<file path="config.mk">
export PLATFORM = sky130hd
export DESIGN_NAME = mcu_link_ctrl
export DESIGN_NICKNAME = d
export VERILOG_FILES = /design/src/rtl/mcu_link_pkg.sv /design/src/rtl/mcu_link_timeout.sv /design/src/rtl/mcu_link_ctrl.sv
export SDC_FILE = /design/constraint.sdc
export NUM_CORES = 1
export LEC_CHECK = 0
export ABC_AREA = 1
export BUFFER_PORTS_ARGS = -buffer_cell sky130_fd_sc_hd__buf_2
export CAP_MARGIN = 20
export CORE_ASPECT_RATIO = 1.4
export CORE_MARGIN = 3
export CORE_UTILIZATION = 45
export CTS_CLUSTER_DIAMETER = 60
export DETAILED_ROUTE_END_ITERATION = 10
export SETUP_SLACK_MARGIN = 0.3
export SYNTH_ARGS = -nofsm -noshare
export SYNTH_HDL_FRONTEND = slang
export SYNTH_SLANG_ARGS = --single-unit
</file>
<file path="constraint.sdc">
create_clock -name clk -period 1.75 [get_ports clk]
set_input_delay 0.0875 -clock clk [delete_from_list [all_inputs] [get_ports clk]]
set_output_delay 0.0875 -clock clk [all_outputs]
set_load 0.02 [all_outputs]
</file>
<file path="src/rtl/mcu_link_pkg.sv">
// Shared types and constants for the MCU link controller.
package mcu_link_pkg;

  typedef enum logic [3:0] {
    ST_IDLE      = 4'd0,
    ST_CFG_LOAD  = 4'd1,
    ST_CFG_STORE = 4'd2,
    ST_OUT_LOAD  = 4'd3,
    ST_OUT_SHIFT = 4'd4,
    ST_OUT_DONE  = 4'd5,
    ST_ABORT     = 4'd6
  } mcu_link_state_t;

  localparam logic [3:0] ADDR_NONE  = 4'hF;
  localparam int         CFG_SLOT_W = 4;
  localparam int         OUT_SEL_W  = 3;

endpackage

</file>
<file path="src/rtl/mcu_link_timeout.sv">
// Loadable down-counter watchdog. Load it with N-1 on entry to a guarded
// state and enable it while there; expired rises on the N-th enabled cycle.
module mcu_link_timeout #(
  parameter int W = 16
) (
  input  logic         clk,
  input  logic         rst,
  input  logic         clear,
  input  logic         load,
  input  logic [W-1:0] load_val,
  input  logic         en,
  output logic         expired
);

  logic [W-1:0] cnt;

  // clear beats load beats count; the counter parks at zero
  always_ff @(posedge clk) begin
    if (rst || clear) begin
      cnt <= '0;
    end else if (load) begin
      cnt <= load_val;
    end else if (en && (cnt != '0)) begin
      cnt <= cnt - 1'b1;
    end
  end

  assign expired = (cnt == '0);

endmodule

</file>
<file path="src/rtl/mcu_link_ctrl.sv">
// MCU link controller: loads NUM_CFG configuration words into the register
// map, then streams NUM_OUT result words through the PTS register for every
// KF write_enable. rollover_r_in / rollover_f_in / write_enable_in are
// single-cycle pulses sampled on the rising clock edge; there is no
// back-pressure, a pulse not consumed in the current state is either latched
// (write request) or ignored (rollovers).
module mcu_link_ctrl
  import mcu_link_pkg::*;
#(
  parameter int NUM_CFG     = 5,
  parameter int NUM_OUT     = 1,
  parameter int TIMEOUT_CYC = 1024,
  parameter int RECONFIG_EN = 0
) (
  input  logic       clk,
  input  logic       rst,
  input  logic       ss_in,
  input  logic       mosi_in,
  input  logic       rollover_r_in,
  input  logic       rollover_f_in,
  input  logic       write_enable_in,
  output logic [3:0] addr_out,
  output logic       configured_out,
  output logic       load_data_out,
  output logic [2:0] out_sel_out,
  output logic       output_ready_out,
  output logic       done_out,
  output logic       r_clear_out,
  output logic       f_clear_out,
  output logic       error_out,
  output logic [3:0] state_out
);

  localparam logic [CFG_SLOT_W-1:0] LAST_SLOT = CFG_SLOT_W'(NUM_CFG - 1);
  localparam logic [OUT_SEL_W-1:0]  LAST_OUT  = OUT_SEL_W'(NUM_OUT - 1);
  localparam logic [15:0]           TO_LOAD   = 16'(TIMEOUT_CYC - 1);

  mcu_link_state_t       state;
  logic [CFG_SLOT_W-1:0] slot;
  logic [OUT_SEL_W-1:0]  out_idx;
  logic                  configured;
  logic                  error;
  logic                  pending;
  logic                  in_cfg;
  logic                  link_busy;
  logic                  start_ok;
  logic                  to_clear;
  logic                  to_load;
  logic                  to_en;
  logic                  to_expired;

  assign in_cfg    = (state == ST_CFG_LOAD) || (state == ST_CFG_STORE);
  assign link_busy = (state != ST_IDLE) && (state != ST_ABORT);
  assign start_ok  = mosi_in && (!configured || (RECONFIG_EN != 0));

  // The watchdog is re-armed in every state that precedes a guarded state,
  // so each word in CFG_LOAD / OUT_SHIFT starts with a full budget.
  assign to_en    = (state == ST_CFG_LOAD) || (state == ST_OUT_SHIFT);
  assign to_load  = (state == ST_IDLE) || (state == ST_CFG_STORE) || (state == ST_OUT_LOAD);
  assign to_clear = (state == ST_ABORT) || (state == ST_OUT_DONE);

  mcu_link_timeout #(.W(16)) u_timeout (
    .clk      (clk),
    .rst      (rst),
    .clear    (to_clear),
    .load     (to_load),
    .load_val (TO_LOAD),
    .en       (to_en),
    .expired  (to_expired)
  );

  // Main sequencer: slave-select drop beats rollover, rollover beats timeout
  always_ff @(posedge clk) begin
    if (rst) begin
      state      <= ST_IDLE;
      slot       <= '0;
      out_idx    <= '0;
      configured <= 1'b0;
      error      <= 1'b0;
      pending    <= 1'b0;
    end else begin
      if (write_enable_in && configured && (state != ST_IDLE)) begin
        pending <= 1'b1;
      end
      if (link_busy && !ss_in) begin
        state <= ST_ABORT;
        if (in_cfg) configured <= 1'b0;
      end else begin
        case (state)
          ST_IDLE: begin
            if (ss_in) begin
              if (start_ok) begin
                slot       <= '0;
                configured <= 1'b0;
                state      <= ST_CFG_LOAD;
                // a write that collides with the start bit is kept for later
                if (write_enable_in && configured) pending <= 1'b1;
              end else if (configured && (write_enable_in || pending)) begin
                out_idx <= '0;
                pending <= 1'b0;
                state   <= ST_OUT_LOAD;
              end
            end
          end
          ST_CFG_LOAD: begin
            if (rollover_r_in)   state <= ST_CFG_STORE;
            else if (to_expired) state <= ST_ABORT;
          end
          ST_CFG_STORE: begin
            if (slot == LAST_SLOT) begin
              configured <= 1'b1;
              error      <= 1'b0;
              state      <= ST_IDLE;
            end else begin
              slot  <= slot + 1'b1;
              state <= ST_CFG_LOAD;
            end
          end
          ST_OUT_LOAD: state <= ST_OUT_SHIFT;
          ST_OUT_SHIFT: begin
            if (rollover_f_in) begin
              if (out_idx == LAST_OUT) begin
                state <= ST_OUT_DONE;
              end else begin
                out_idx <= out_idx + 1'b1;
                state   <= ST_OUT_LOAD;
              end
            end else if (to_expired) begin
              state <= ST_ABORT;
            end
          end
          ST_OUT_DONE: state <= ST_IDLE;
          ST_ABORT: begin
            error <= 1'b1;
            state <= ST_IDLE;
          end
          default: state <= ST_IDLE;
        endcase
      end
    end
  end

  // Output decode of the registered state and counters
  always_comb begin
    addr_out         = ADDR_NONE;
    load_data_out    = 1'b0;
    out_sel_out      = '0;
    output_ready_out = 1'b0;
    done_out         = 1'b0;
    r_clear_out      = 1'b0;
    f_clear_out      = 1'b0;
    case (state)
      ST_IDLE: begin
        r_clear_out = 1'b1;
        f_clear_out = 1'b1;
      end
      ST_CFG_STORE: begin
        addr_out    = slot;
        r_clear_out = 1'b1;
      end
      ST_OUT_LOAD: begin
        load_data_out = 1'b1;
        f_clear_out   = 1'b1;
        out_sel_out   = out_idx;
      end
      ST_OUT_SHIFT: begin
        output_ready_out = 1'b1;
        out_sel_out      = out_idx;
      end
      ST_OUT_DONE: begin
        done_out    = 1'b1;
        f_clear_out = 1'b1;
      end
      ST_ABORT: begin
        r_clear_out = 1'b1;
        f_clear_out = 1'b1;
      end
      default: ;
    endcase
  end

  assign configured_out = configured;
  assign error_out      = error;
  assign state_out      = state;

endmodule

</file>
==> metrics.csv <==
metric;value;unit
power.share.combinational;0.423;
clock_latency;0.29;ns
ys.flop_type;dfxtp_1;
crit_type;reg2out;
worst_hold_startpoint;rst;
antenna_found_initial;0;
grt_overflow;0;
fp-row-count;28;
hold_path_class;in2reg;
grt_pass1_vias;2123;
synth_cell_types;29;
synth.net_count;346;
cts.path.max_buffers;2;
hold_slack;0.131;ns
initial_core_util;0.484;
fin_nets;398;
synth_seq_cells;30;
cp_max_fo;3;
cts_tree;yes;
reg2reg_to;u_timeout.cnt[1]$_SDFFE_PP0P_;
endpoint;f_clear_out;
coreArea;4380;sq um
clock_power_share;0.264;
cp.arrival;1.44;ns
leakage;1.31;nW
synth_common_cells;nand2_1, nor2_1, inv_1;
grt_max_degree;19;
clk_pin_slew;0.08;ns
power_frac_seq;0.313;
power_density;941;nW/um^2
place_congestion;0.829;
htree_levels;2;
avgViaCountPerCell;5.06;
layout_min_cycle_time;1.53;ns
postCtsHoldBufs;0;
finalSetupViolations;0;
p_sw;0.00104;W
netSwitchingFraction;0.393;
avgSynthCellArea;6.34;sq um
fmax;654;MHz
die_y;87.2;um
wl_per_cell;12.6;um
cts.sinks;30;
hpwl;3.90;mm
async_flop_share;0;
ys_top_cells_by_area;dfxtp_1, nand2_1, nor2_1, inv_1, nand3_1;
worstPathRequired;1.66;ns
rsz0062_at_grt;true;
die_area;5580;sq um
n_antenna_cell;0;
synth_top_area_share;0.284;
setup_ws;0.220;ns
cp-end-kind;output pin;
slew_viol_final;0;
area.growth.synth_to_final;32.4;%
multi_input_area;1480;sq um
grt_pass1_wl;9.23;mm
seq_area_frac_synth;0.284;
total_power;0.00264;W
vias;2262;
status;finished, final reports clean;
io_buffer_count;24;
dp_slack;0.120;ns
fin_tns_setup;0;ns
syn_area;2120;sq um
fin_skew;0.0144;ns
ir_worst_vdd;0.407;mV
antenna_left;0;
num-fill-cells;417;
reg2reg_depth;9;
wirelength;5.62;mm
yosysMostFrequentCell;nand2_1;
power.internal;0.00160;W
synth_cells;334;
finalHoldViolCount;0;
synth_edf_count;0;
drt_iter0_drc;93;
crit_start;state_out[2]$_SDFFE_PP0P_;
crit_path_start_kind;flop;
yosysWarnings;0;
numCtsBuffers;5;
finalCritPeriodShare;0.874;
die_w;64.0;um
grt_usage;0.209;
maxCapViolCount;0;
dr.pass1.iters;4;
drc;0;
regToRegSetupSlack;0.30;ns
yosys.area.top_type;dfxtp_1;
timing.rr.start;state_out[3]$_SDFFE_PP0P_;
boundaryPins;25;
seqCellArea;621;sq um
cts_root_buf;clkbuf_8;
layout-drive-gt1-share;0.344;
logic make-up after synthesis:
| group | after synthesis | synth area share |
|---|---|---|
| and+or+nand+nor | 214 | 0.478 |
| xor gates and xnor gates | 3 | 0.0124 |
| buffers and inverters | 42 | 0.0833 |
| DFF | 30 | 0.284 |
| adders and majority gates | 5 | 0.0295 |
| AOI/OAI and AO/OA | 39 | 0.111 |
| other | 1 | 0.00177 |
cell type report:
| class | count | area share |
|---|---|---|
| multi-input cells | 263 | 0.527 |
| flip-flops and latches | 30 | 0.221 |
| repair buffers | 48 | 0.133 |
| inverters | 38 | 0.0527 |
| well taps | 60 | 0.0268 |
| clock buffers | 5 | 0.0245 |
| clock inverters | 3 | 0.0143 |
power groups by stage:
stage / logic [W] / clock network (W) / registers [W]
after detailed placement: 0.000920 / 0 / 0.000827
after CTS: 0.000997 / 0.000716 / 0.000815
after global placement: 0.000915 / 0 / 0.000827
after floorplan: 0.000718 / 0 / 0.000822
after global routing: 0.00126 / 0.000740 / 0.000834
final: 0.00112 / 0.000698 / 0.000826
cell usage in the layout (no fill, tap or decap), types with 2 or more instances in the layout:
cell type  instances
nand3_1           20
dfxtp_4            4
nor3_4             2
nand4_1           11
buf_2             18
clkbuf_8           5
inv_2              6
buf_4             19
nand2_1           97
a21oi_1           16
nand3_2            8
inv_1             30
nor2_2            11
dfxtp_2            4
o21ai_0           11
ha_1               3
nand3b_1           5
inv_4              2
nor2_4             8
nand2_2           10
clkinv_2           2
a21oi_2           10
buf_6              9
nand2_4            5
xnor2_1            3
or2_2              3
dfxtp_1           22
nor2_1            33
metal layers:
| layer | track usage | vias to the layer above | part of all wire |
|---|---|---|---|
| li1 | - | 1172 | - |
| met1 | 0.220 | 1029 | 0.39 |
| met2 | 0.397 | 49 | 0.54 |
| met3 | 0.0375 | 12 | 0.031 |
| met4 | 0.0963 | 0 | 0.036 |
| met5 | 0 | - | 0 |
flip-flops by register name, indices dropped and copies added (netlist names):
signal	count
out_idx	3
state_out	4
u_timeout.cnt	16
error_out	1
slot	4
pending	1
configured_out	1
worst min-delay path by stage:
stage	end	slack, ns	depth (start not counted)
after floorplan	configured_out$_SDFFE_PP0P_	0.25	3
after global placement	slot[3]$_SDFFE_PP0P_	0.43	2
after detailed placement	slot[3]$_SDFFE_PP0P_	0.44	2
after CTS	slot[2]$_SDFFE_PP0P_	0.13	2
after global routing	slot[2]$_SDFFE_PP0P_	0.14	2
final	slot[2]$_SDFFE_PP0P_	0.13	2
timing repair:
item	in CTS	in global routing
setup endpoints to repair	34	38
resized for setup	33	27
pin swaps	5	15
cloned	0	2
buffers inserted	8	8
critical path, cell delays in order (launching register included):
cell,delay [ns]
dfxtp_4,0.38
inv_4,0.05
buf_6,0.12
nand2_4,0.07
nor3_4,0.05
or3_4,0.36
buf_6,0.14
metrics by stage:
stage,std cells,utilization,instance area (sq um)
CTS,437,0.599,2620
global route,447,0.640,2800
floorplan,334,-,2150
global placement,421,0.539,2360
detailed placement,421,0.539,2360
finish,447,0.640,2800
No activity file was read; power rests on OpenSTA's default activity.
